`config.mk`:
```
export PLATFORM = sky130hd
export DESIGN_NAME = mem_bus_arbiter
export DESIGN_NICKNAME = d
export VERILOG_FILES = /design/src/rtl/mem_arb_pkg.sv /design/src/rtl/mem_tag_owner_table.sv /design/src/rtl/mem_bus_arbiter.sv
export SDC_FILE = /design/constraint.sdc
export NUM_CORES = 1
export LEC_CHECK = 0
export CAP_MARGIN = 0
export CELL_PAD_IN_SITES_DETAIL_PLACEMENT = 0
export CELL_PAD_IN_SITES_GLOBAL_PLACEMENT = 1
export CORE_AREA = 2 2 172 174
export CTS_CLUSTER_SIZE = 14
export DETAILED_ROUTE_END_ITERATION = 10
export DIE_AREA = 0 0 174 176
export DONT_BUFFER_PORTS = 1
export MAX_ROUTING_LAYER = met4
export PLACE_DENSITY = 0.4
export SKIP_CTS_REPAIR_TIMING = 1
export SLEW_MARGIN = 0
export SYNTH_ARGS = -nofsm -noshare
export SYNTH_HDL_FRONTEND = slang
export SYNTH_SLANG_ARGS = --single-unit
```
`constraint.sdc`:
```
create_clock -name clock -period 5.5 [get_ports clock]
set_input_delay 0.55 -clock clock [delete_from_list [all_inputs] [get_ports clock]]
set_output_delay 0.55 -clock clock [all_outputs]
set_load 0.1 [all_outputs]
```
`src/rtl/mem_arb_pkg.sv`:
```
// Shared types and bus encodings for the icache/dcache memory-port arbiter.
package mem_arb_pkg;

  localparam int XLEN  = 32;
  localparam int TAG_W = 4;

  localparam logic [1:0] BUS_NONE  = 2'b00;
  localparam logic [1:0] BUS_LOAD  = 2'b01;
  localparam logic [1:0] BUS_STORE = 2'b10;

  typedef enum logic {OWN_ICACHE = 1'b0, OWN_DCACHE = 1'b1} mem_owner_t;

  typedef struct packed {
    logic       valid;
    mem_owner_t owner;
  } tag_entry_t;

endpackage

```
`src/rtl/mem_tag_owner_table.sv`:
```
// Tracks which cache owns each outstanding memory tag; a set and a clear of
// the same tag in one cycle leaves the entry valid with the new owner.
module mem_tag_owner_table
  import mem_arb_pkg::*;
#(
  parameter int NUM_TAGS = 15
) (
  input  logic             clock,
  input  logic             reset_n,
  input  logic             set_en,
  input  logic [TAG_W-1:0] set_tag,
  input  logic             set_owner,
  input  logic             clr_en,
  input  logic [TAG_W-1:0] clr_tag,
  input  logic [TAG_W-1:0] lookup_tag,
  output logic             lookup_valid,
  output logic             lookup_owner
);

  tag_entry_t entry [1:NUM_TAGS];

  always_ff @(posedge clock or negedge reset_n) begin
    if (!reset_n) begin
      for (int i = 1; i <= NUM_TAGS; i++) begin
        entry[i] <= '{valid: 1'b0, owner: OWN_ICACHE};
      end
    end else begin
      for (int i = 1; i <= NUM_TAGS; i++) begin
        if (set_en && set_tag == TAG_W'(i)) begin
          entry[i] <= '{valid: 1'b1, owner: mem_owner_t'(set_owner)};
        end else if (clr_en && clr_tag == TAG_W'(i)) begin
          entry[i].valid <= 1'b0;
        end
      end
    end
  end

  // Tag 0 matches no entry, so it always reads as invalid.
  always_comb begin
    lookup_valid = 1'b0;
    lookup_owner = OWN_ICACHE;
    for (int i = 1; i <= NUM_TAGS; i++) begin
      if (lookup_tag == TAG_W'(i)) begin
        lookup_valid = entry[i].valid;
        lookup_owner = entry[i].owner;
      end
    end
  end

endmodule

```
`src/rtl/mem_bus_arbiter.sv`:
```
// Shares the tagged memory port between icache and dcache: zero-latency grant,
// starvation guard for the icache, and return-tag steering to the owning cache.
module mem_bus_arbiter
  import mem_arb_pkg::*;
#(
  parameter int STARVE_LIMIT = 4,
  parameter int NUM_TAGS     = 15
) (
  input  logic            clock,
  input  logic            reset_n,
  input  logic [1:0]      Icache2mem_command,
  input  logic [XLEN-1:0] Icache2mem_addr,
  input  logic [1:0]      Dcache2mem_command,
  input  logic [XLEN-1:0] Dcache2mem_addr,
  input  logic [63:0]     Dcache2mem_data,
  input  logic [3:0]      mem2proc_response,
  input  logic [63:0]     mem2proc_data,
  input  logic [3:0]      mem2proc_tag,
  output logic [1:0]      proc2mem_command,
  output logic [XLEN-1:0] proc2mem_addr,
  output logic [63:0]     proc2mem_data,
  output logic [3:0]      Imem2proc_response,
  output logic [63:0]     Imem2proc_data,
  output logic [3:0]      Imem2proc_tag,
  output logic [3:0]      Dmem2proc_response,
  output logic [63:0]     Dmem2proc_data,
  output logic [3:0]      Dmem2proc_tag
);

  localparam int              CNT_W      = $clog2(STARVE_LIMIT + 1);
  localparam logic [CNT_W-1:0] STARVE_MAX = CNT_W'(STARVE_LIMIT);

  function automatic logic [CNT_W-1:0] sat_inc(input logic [CNT_W-1:0] v);
    return (v == STARVE_MAX) ? v : v + 1'b1;
  endfunction

  logic [CNT_W-1:0] starve_cnt;
  logic             i_req;
  logic             d_req;
  logic             grant_icache;
  logic             grant_dcache;
  logic             accept_load;
  logic             lookup_valid;
  logic             lookup_owner;

  assign i_req = (Icache2mem_command != BUS_NONE);
  assign d_req = (Dcache2mem_command != BUS_NONE);

  // Grants are forced low in reset so every bus-facing output reads idle at once.
  always_comb begin
    grant_icache = 1'b0;
    grant_dcache = 1'b0;
    if (reset_n) begin
      if (i_req && d_req) begin
        if (starve_cnt == STARVE_MAX) grant_icache = 1'b1;
        else                          grant_dcache = 1'b1;
      end else if (i_req) begin
        grant_icache = 1'b1;
      end else if (d_req) begin
        grant_dcache = 1'b1;
      end
    end
  end

  always_comb begin
    proc2mem_command = BUS_NONE;
    proc2mem_addr    = '0;
    proc2mem_data    = '0;
    if (grant_icache) begin
      proc2mem_command = Icache2mem_command;
      proc2mem_addr    = Icache2mem_addr;
    end else if (grant_dcache) begin
      proc2mem_command = Dcache2mem_command;
      proc2mem_addr    = Dcache2mem_addr;
      if (Dcache2mem_command == BUS_STORE) proc2mem_data = Dcache2mem_data;
    end
  end

  assign Imem2proc_response = grant_icache ? mem2proc_response : 4'd0;
  assign Dmem2proc_response = grant_dcache ? mem2proc_response : 4'd0;
  assign Imem2proc_data     = mem2proc_data;
  assign Dmem2proc_data     = mem2proc_data;

  // A rejected grant to the dcache still counts as a denial for the icache.
  always_ff @(posedge clock or negedge reset_n) begin
    if (!reset_n) begin
      starve_cnt <= '0;
    end else if (!i_req || (grant_icache && mem2proc_response != 4'd0)) begin
      starve_cnt <= '0;
    end else if (!grant_icache) begin
      starve_cnt <= sat_inc(starve_cnt);
    end
  end

  assign accept_load = (proc2mem_command == BUS_LOAD) && (mem2proc_response != 4'd0);

  mem_tag_owner_table #(
    .NUM_TAGS (NUM_TAGS)
  ) u_owner_table (
    .clock        (clock),
    .reset_n      (reset_n),
    .set_en       (accept_load),
    .set_tag      (mem2proc_response),
    .set_owner    (grant_dcache),
    .clr_en       (mem2proc_tag != 4'd0),
    .clr_tag      (mem2proc_tag),
    .lookup_tag   (mem2proc_tag),
    .lookup_valid (lookup_valid),
    .lookup_owner (lookup_owner)
  );

  assign Imem2proc_tag = (reset_n && lookup_valid && lookup_owner == OWN_ICACHE) ? mem2proc_tag : 4'd0;
  assign Dmem2proc_tag = (reset_n && lookup_valid && lookup_owner == OWN_DCACHE) ? mem2proc_tag : 4'd0;

endmodule

```
==> results.md, run 1 <==
- Count of input and output buffers: 0
- Fmax: 0.265 GHz
- Reg2reg path depth: 6
- Placed Area: 0.00327 mm2
- Vias in the first global route: 2760
- Worst path required time: 4.95 ns
- Drt drc: 0
- Fin. Hold Viols: 0
- CTS Buf Count: 5
- Clock Sinks: 33
- Reg-to-Reg End: u_owner_table.entry[2]
- First-pass GRT wire length: 20.0 mm
- Die area: 0.0306 mm2
- Post-route ant nets: 0
- Clk_lat worst skew: ~0.28 ns
- Number of vias per cell: about 3.8
- Crit path to: proc2mem_data[6]
- Unrepaired setup endpoints after global routing: no
- Synth Cell Area: 0.00383 mm2
- Routed WL: ~15 mm
- HP Class: in2async
- Die Wd: 174 um
- I/O Pins: 448
- Final period util: 68.7%
- Clock transition at path regs: 0.06 ns
- Critical path type: reg2out
- Initial drt markers: 146
- Final nets: 529
- Final Power: 1.31 mW
- Commonest non-fill, non-tap cell in the layout: and2_1
- Area growth, synth to finish: -9.83%
- Final instance area: 0.00345 mm2
- Initial antenna violation count: 7
- CTS tree: done
- Inst Count DP: 697
- Post-synth net total: around 670
- Layout cells sized above 1: 11.2%
- Mapped Cells: 466
- Peak supply drop: 0.116 mV
- Leak: 1.38 nW
- PwrDens: around 380 mW/mm2
- Cell variety after synth: 53
- FFs w/ async S/R, synth: 100%
- Commonest non-fill, non-tap cells in the layout: and2_1 (73), a22o_1 (33), dfrtp_1 (33)
- Number of synthesized flops with an enable pin: 0
- Vias: 2721
- Max H-tree Level: 2
- Post-synthesis sequential area ratio: 21.6%
- # setup viols final: 0
- Final Max Tran Viols: 0
- Final worst path period need: 3.78 ns
- Slew HR: about 28%
- Layout Skew: 0.00248 ns
- Crit path launch: starve_cnt[0]
- Crit path DAT: 3.23 ns
- Yosys Warn Count: 0
- Outcome: complete, no violations
- Worst Setup Start Kind: flip-flop
- Root buffer cell: clkbuf_16
- Main synth FF type: dfrtp_1
- Largest net degree at the start of global routing: 65
- Global route total overflow: 0
- Post-DR wirelength/cell: about 22 um
- Synth Register Bits: 33
- Filler cells: about 3300
- Total GRT Usage: 9.38%
- Flop2flop setup slack: 3.07 ns
- FP Rows: 62
- Clk buf depth: 2
- Worst-margin pin slew: roughly 1.1 ns
- Dpl hpwl: approximately 13 mm
- Placer Congestion: 0.824
- Initial Util: 13.4%
- Max Cap Viol: 0
- DRT Pass-1 Iters: 4
- Die H: 176 um
- Avg Inst Size Synth: a little over 8 um2
- Core box area: 0.0285 mm2
- Setup TNS: 0 ns
- Worst Setup End Kind: output pin
- Launching point of the worst reg2reg path: starve_cnt[0]
- Non-filler cells, final: 708
- Critical Path Fanout Max: 64
[synth_stat cells (2+ instances only)]
| library cell | instances | area [um2] |
|---|---|---|
| nand4_1 | 7 | 43.8 |
| mux2i_1 | 2 | 20.0 |
| mux2_2 | 7 | 78.8 |
| a22o_1 | 33 | 289 |
| mux2_1 | 10 | 113 |
| clkbuf_2 | 6 | 30.0 |
| clkbuf_1 | 6 | 22.5 |
| inv_1 | 5 | 18.8 |
| nand2_1 | 28 | 105 |
| o21ai_0 | 23 | 115 |
| a211oi_1 | 2 | 15.0 |
| nor2b_1 | 11 | 68.8 |
| buf_2 | 9 | 45.0 |
| o21a_1 | 3 | 22.5 |
| nor2_1 | 16 | 60.1 |
| nand3_1 | 6 | 30.0 |
| dfrtp_1 | 33 | 826 |
| or2_2 | 3 | 18.8 |
| nor3_1 | 4 | 20.0 |
| ha_1 | 2 | 25.0 |
| buf_4 | 130 | 976 |
| buf_6 | 2 | 22.5 |
| nand2b_1 | 6 | 37.5 |
| a21oi_1 | 5 | 25.0 |
| and2_1 | 73 | 457 |
| nand3b_1 | 4 | 30.0 |
| o211ai_1 | 4 | 30.0 |
[stage by stage]
step           util (%)  setup WS, ns  hold WS (ns)
2_1_floorplan         -          1.42         0.254
3_3_place_gp       11.4          2.04         0.255
3_5_place_dp       11.4          1.96         0.255
4_1_cts            12.0          1.64       -0.0446
5_1_grt            12.1          1.44         0.111
6_report           12.1          1.72        0.0994
[worst max-delay path, cell delays in order, from the launching register on]
cell,delay [ns]
dfrtp_1,0.39
inv_1,0.06
ha_1,0.24
and2_1,0.20
a21oi_1,0.23
nand2_1,0.15
nor2_4,0.71
and2_1,0.93
[area by class of cell]
| cell class | instances | area, um2 | share of cell area (%) |
|---|---|---|---|
| tap | 384 | 480 | 13.9 |
| clock inverter | 2 | 35.0 | 1.01 |
| antenna | 3 | 7.51 | 0.217 |
| clock buffer | 5 | 125 | 3.62 |
| timing repair buffer | 2 | 47.5 | 1.38 |
| sequential | 33 | 826 | 23.9 |
| inverter | 5 | 18.8 | 0.543 |
| multi-input combinational | 274 | 1910 | 55.4 |
[layer usage]
| layer | track usage (%) | routed length, um |
|---|---|---|
| met1 | 11.2 | 6170 |
| met2 | 13.9 | 6910 |
| met3 | 2.50 | 1350 |
| met4 | 6.30 | 888 |
| met5 | - | 0 |
[worst min path at each step]
stage | startpoint | endpoint | slack [ns] | cells after the start
final | reset_n | u_owner_table.entry[6] | 0.1 | 1
after global routing | reset_n | u_owner_table.entry[6] | 0.11 | 1
after CTS | reset_n | u_owner_table.entry[18] | -0.04 | 0
after detailed placement | reset_n | u_owner_table.entry[6] | 0.26 | 0
after global placement | reset_n | u_owner_table.entry[6] | 0.26 | 0
after floorplan | reset_n | starve_cnt[0] | 0.25 | 0
[kinds of logic (layout without fill, tap and decap cells)]
family | Yosys count | in the layout | synth area share, %
simple gates | 165 | 165 | 24.6
buf+inv | 159 | 14 | 29.5
compound gates | 86 | 86 | 17.3
flops | 33 | 33 | 21.6
mux | 20 | 20 | 6.11
fa+ha+maj | 2 | 2 | 0.653
xor+xnor | 1 | 1 | 0.229
other cells | 0 | 3 | 0
[sequential cells by signal (all words and copies together) (netlist names)]
name / flops
starve_cnt: 3
u_owner_table.entry: 30
[where the power goes]
part | leakage, nW | internal, mW | switching [mW] | total [mW]
clock | 0.0797 | 0.210 | 0.107 | 0.317
combinational | 0.856 | 0.109 | 0.565 | 0.674
sequential | 0.441 | 0.289 | 0.0278 | 0.317
(Power assumes the default switching activity.)
==> run 2: changes to the inputs <==
--- a/config.mk
+++ b/config.mk
@@ -14,7 +14,7 @@
 export DIE_AREA = 0 0 174 176
 export DONT_BUFFER_PORTS = 1
 export MAX_ROUTING_LAYER = met4
-export PLACE_DENSITY = 0.4
+export PLACE_DENSITY = 0.41
 export SKIP_CTS_REPAIR_TIMING = 1
 export SLEW_MARGIN = 0
 export SYNTH_ARGS = -nofsm -noshare
==> constraint.sdc (replaced) <==
create_clock -name clock -period 3.4 [get_ports clock]
set_input_delay 0.34 -clock clock [delete_from_list [all_inputs] [get_ports clock]]
set_output_delay 0.34 -clock clock [all_outputs]
set_load 0.1 [all_outputs]
==> run 2 against run 1 <==
  * Global-route usage up 0.37 points
  * Via count up 17%
  * Hold slack better by 0.13 ns
  * Clock-buffer cell count unchanged
  * Die area unchanged
  * Wire length up 3.3%
  * Critical path depth up 2
  * Combinational power up 97%
  * Clock power up 91%
  * Critical path type unchanged
  * Highest routed layer unchanged
==> results.md, run 2 (synthesis results as in run 1) <==
- Outcome: complete, no violations (unchanged)
- Clock Sinks: 33 (unchanged)
- Initial Util: 13.4% (unchanged)
- Max H-tree Level: 2 (unchanged)
- HP Class: in2reg (was in2async)
- CTS tree: done (unchanged)
- Total GRT Usage: 9.76% (was 9.38%)
- Die Wd: 174 um (unchanged)
- I/O Pins: 448 (unchanged)
- Slowest CP cell: dfrtp_1 (was and2_1)
- Non-filler cells, final: 823 (was 708)
- Top cell by count, worst path: and2_1 (unchanged)
- Worst path max stage delay: 0.38 ns (was 0.93 ns)
- Core box area: 0.0285 mm2 (unchanged)
- Critical Path Fanout Max: 38 (was 64)
- Leak: 2.19 nW (was 1.38 nW)
- Max Cap Viol: 0 (unchanged)
- Root buffer cell: clkbuf_16 (unchanged)
- Area growth, synth to finish: 34.4% (was -9.83%)
- N_diodes: 0 (was 3)
- Layout cells sized above 1: 34.9% (was 11.2%)
- Worst Setup Start Kind: flip-flop (unchanged)
- Commonest non-fill, non-tap cells in the layout: and2_1 (73), buf_12 (65), buf_4 (53) (was and2_1 (73), a22o_1 (33), dfrtp_1 (33))
- Placer Congestion: 0.765 (was 0.824)
- Fin. Hold Viols: 0 (unchanged)
- Post-DR wirelength/cell: 19.2 um (was 21.6 um)
- Count of input and output buffers: 0 (unchanged)
- Largest net degree at the start of global routing: 52 (was 65)
- Drt drc: 0 (unchanged)
- Initial drt markers: 173 (was 146)
- FF/Latch Area: 826 um2 (unchanged)
- Global route total overflow: 0 (unchanged)
- Routed WL: 15.8 mm (was 15.3 mm)
- Inst Count DP: 813 (was 697)
- Final Max Tran Viols: 0 (unchanged)
- Area of the multi-input gates: 0.00192 mm2 (was 0.00191 mm2)
- DRT Pass-1 Iters: 4 (unchanged)
- # setup viols final: 0 (unchanged)
- Commonest non-fill, non-tap cell in the layout: and2_1 (unchanged)
- Final worst path period need: between 3 and 4 ns
- Fin util: 18.0% (was 12.1%)
- First-pass GRT wire length: 21.5 mm (was 20.0 mm)
- Slew HR: 49.6% (was 28.2%)
- Clock transition at path regs: 0.06 ns (about the same)
- Final period util: 90.0%
- Top flop regs: u_owner_table.entry (30), starve_cnt (3) (unchanged)
- Number of vias per cell: 3.88 (was 3.84)
- PwrDens: 476 mW/mm2 (was 379 mW/mm2)
- Number of flip-flops under the largest register name: 30 (unchanged)
- FP Rows: 62 (unchanged)
- Setup TNS: 0 ns (unchanged)
- Layout Skew: 0.00327 ns (was 0.00248 ns)
- Clk_lat worst skew: 0.28 ns (about the same)
- Post-route ant nets: 0 (unchanged)
- Filler cells: 3195 (was 3324)
- Fmax: 0.327 GHz
- Initial antenna violation count: 13 (was 7)
- Dpl hpwl: 13.1 mm (was 12.7 mm)
- CTS Buf Count: 5 (unchanged)
- Worst path required time: 3.06 ns (was 4.95 ns)
- Worst Setup End Kind: output pin (unchanged)
- Clk buf depth: 2 (unchanged)
- Final nets: 646 (was 529)
- Die H: 176 um (unchanged)
- Die area: 0.0306 mm2 (unchanged)
- Crit path DAT: 2.72 ns (was 3.23 ns)
- Critical path type: reg2out (unchanged)
- Vias: 3197 (was 2721)
- Unrepaired setup endpoints after global routing: no (unchanged)
- Vias in the first global route: 3282 (was 2760)
- Peak supply drop: 0.323 mV (was 0.116 mV)
- Worst-margin pin slew: 0.756 ns (was 1.07 ns)
- Worst path cell trace: inv_1 > ha_1 > and2_1 > a21oi_1 > nand2_1 > nor2_4 > buf_4 > and2_1 > buf_12 (was inv_1 > ha_1 > and2_1 > a21oi_1 > nand2_1 > nor2_4 > and2_1)
- Largest reg by FF count: u_owner_table.entry (unchanged)
run 2: cell count changes in the layout (fill, tap and decap cells not counted), sizes merged:
cell,change
dlygate4sd3,+1
diode,-3
buf,+116
bufinv,+1
inv,+1
clkinv,-1
run 2: worst max-delay path, delay by kind of cell (launching register included):
family,cells,cell delay [ns]
adder cells (fa/ha/maj),1,0.23
buffers and inverters,3,0.62
AO/OA/AOI/OAI,1,0.23
AND/OR/NAND/NOR,4,0.95
flip-flops,1,0.38
run 2: worst paths after layout:
path	startpoint	end	slack, ns	cells after the start
worst max-delay path	starve_cnt[0]	proc2mem_data[5]	0.34	9
min in group asynchronous	reset_n	u_owner_table.entry[18]	0.50	2
max in group asynchronous	reset_n	u_owner_table.entry[0]	2.72	2
worst max register to register	starve_cnt[0]	u_owner_table.entry[26]	1.21	7
worst min register to register	u_owner_table.entry[20]	u_owner_table.entry[20]	0.50	1
worst min-delay path	reset_n	u_owner_table.entry[7]	0.23	2
run 2: per-stage QoR:
stage               power, mW  hold slack (ns)  setup slack [ns]  cell area, um2
global route             2.55            0.240            0.0855            5150
global placement         1.84           0.0454             0.758            4920
finish                   2.45            0.226             0.341            5150
floorplan                2.25           0.0444             0.305            3840
CTS                      2.46           -0.260             0.326            5120
detailed placement       1.85           0.0453             0.639            4920
run 2: per-layer routing:
metal  global-route usage, %  up-vias  share of wire (%)
met2                    15.7      270                 48
met5                       -        -                  0
li1                        -     1394                  -
met4                    5.29        0                5.4
met3                    2.65       67                9.4
met1                    11.1     1466                 37
run 2: area by class of cell:
| class | instances | area share (%) |
|---|---|---|
| Multi-Input combinational cell | 274 | 37.3 |
| Timing Repair Buffer | 119 | 33.2 |
| Sequential cell | 33 | 16.0 |
| Tap cell | 384 | 9.33 |
| Clock buffer | 5 | 2.43 |
| Clock inverter | 3 | 1.34 |
| Inverter | 5 | 0.365 |
run 2: power breakdown:
part	leakage [nW]	internal, mW	switching (mW)	total (mW)
logic	1.66	0.366	0.968	1.33
registers	0.441	0.467	0.0449	0.512
clock network	0.0944	0.423	0.182	0.605
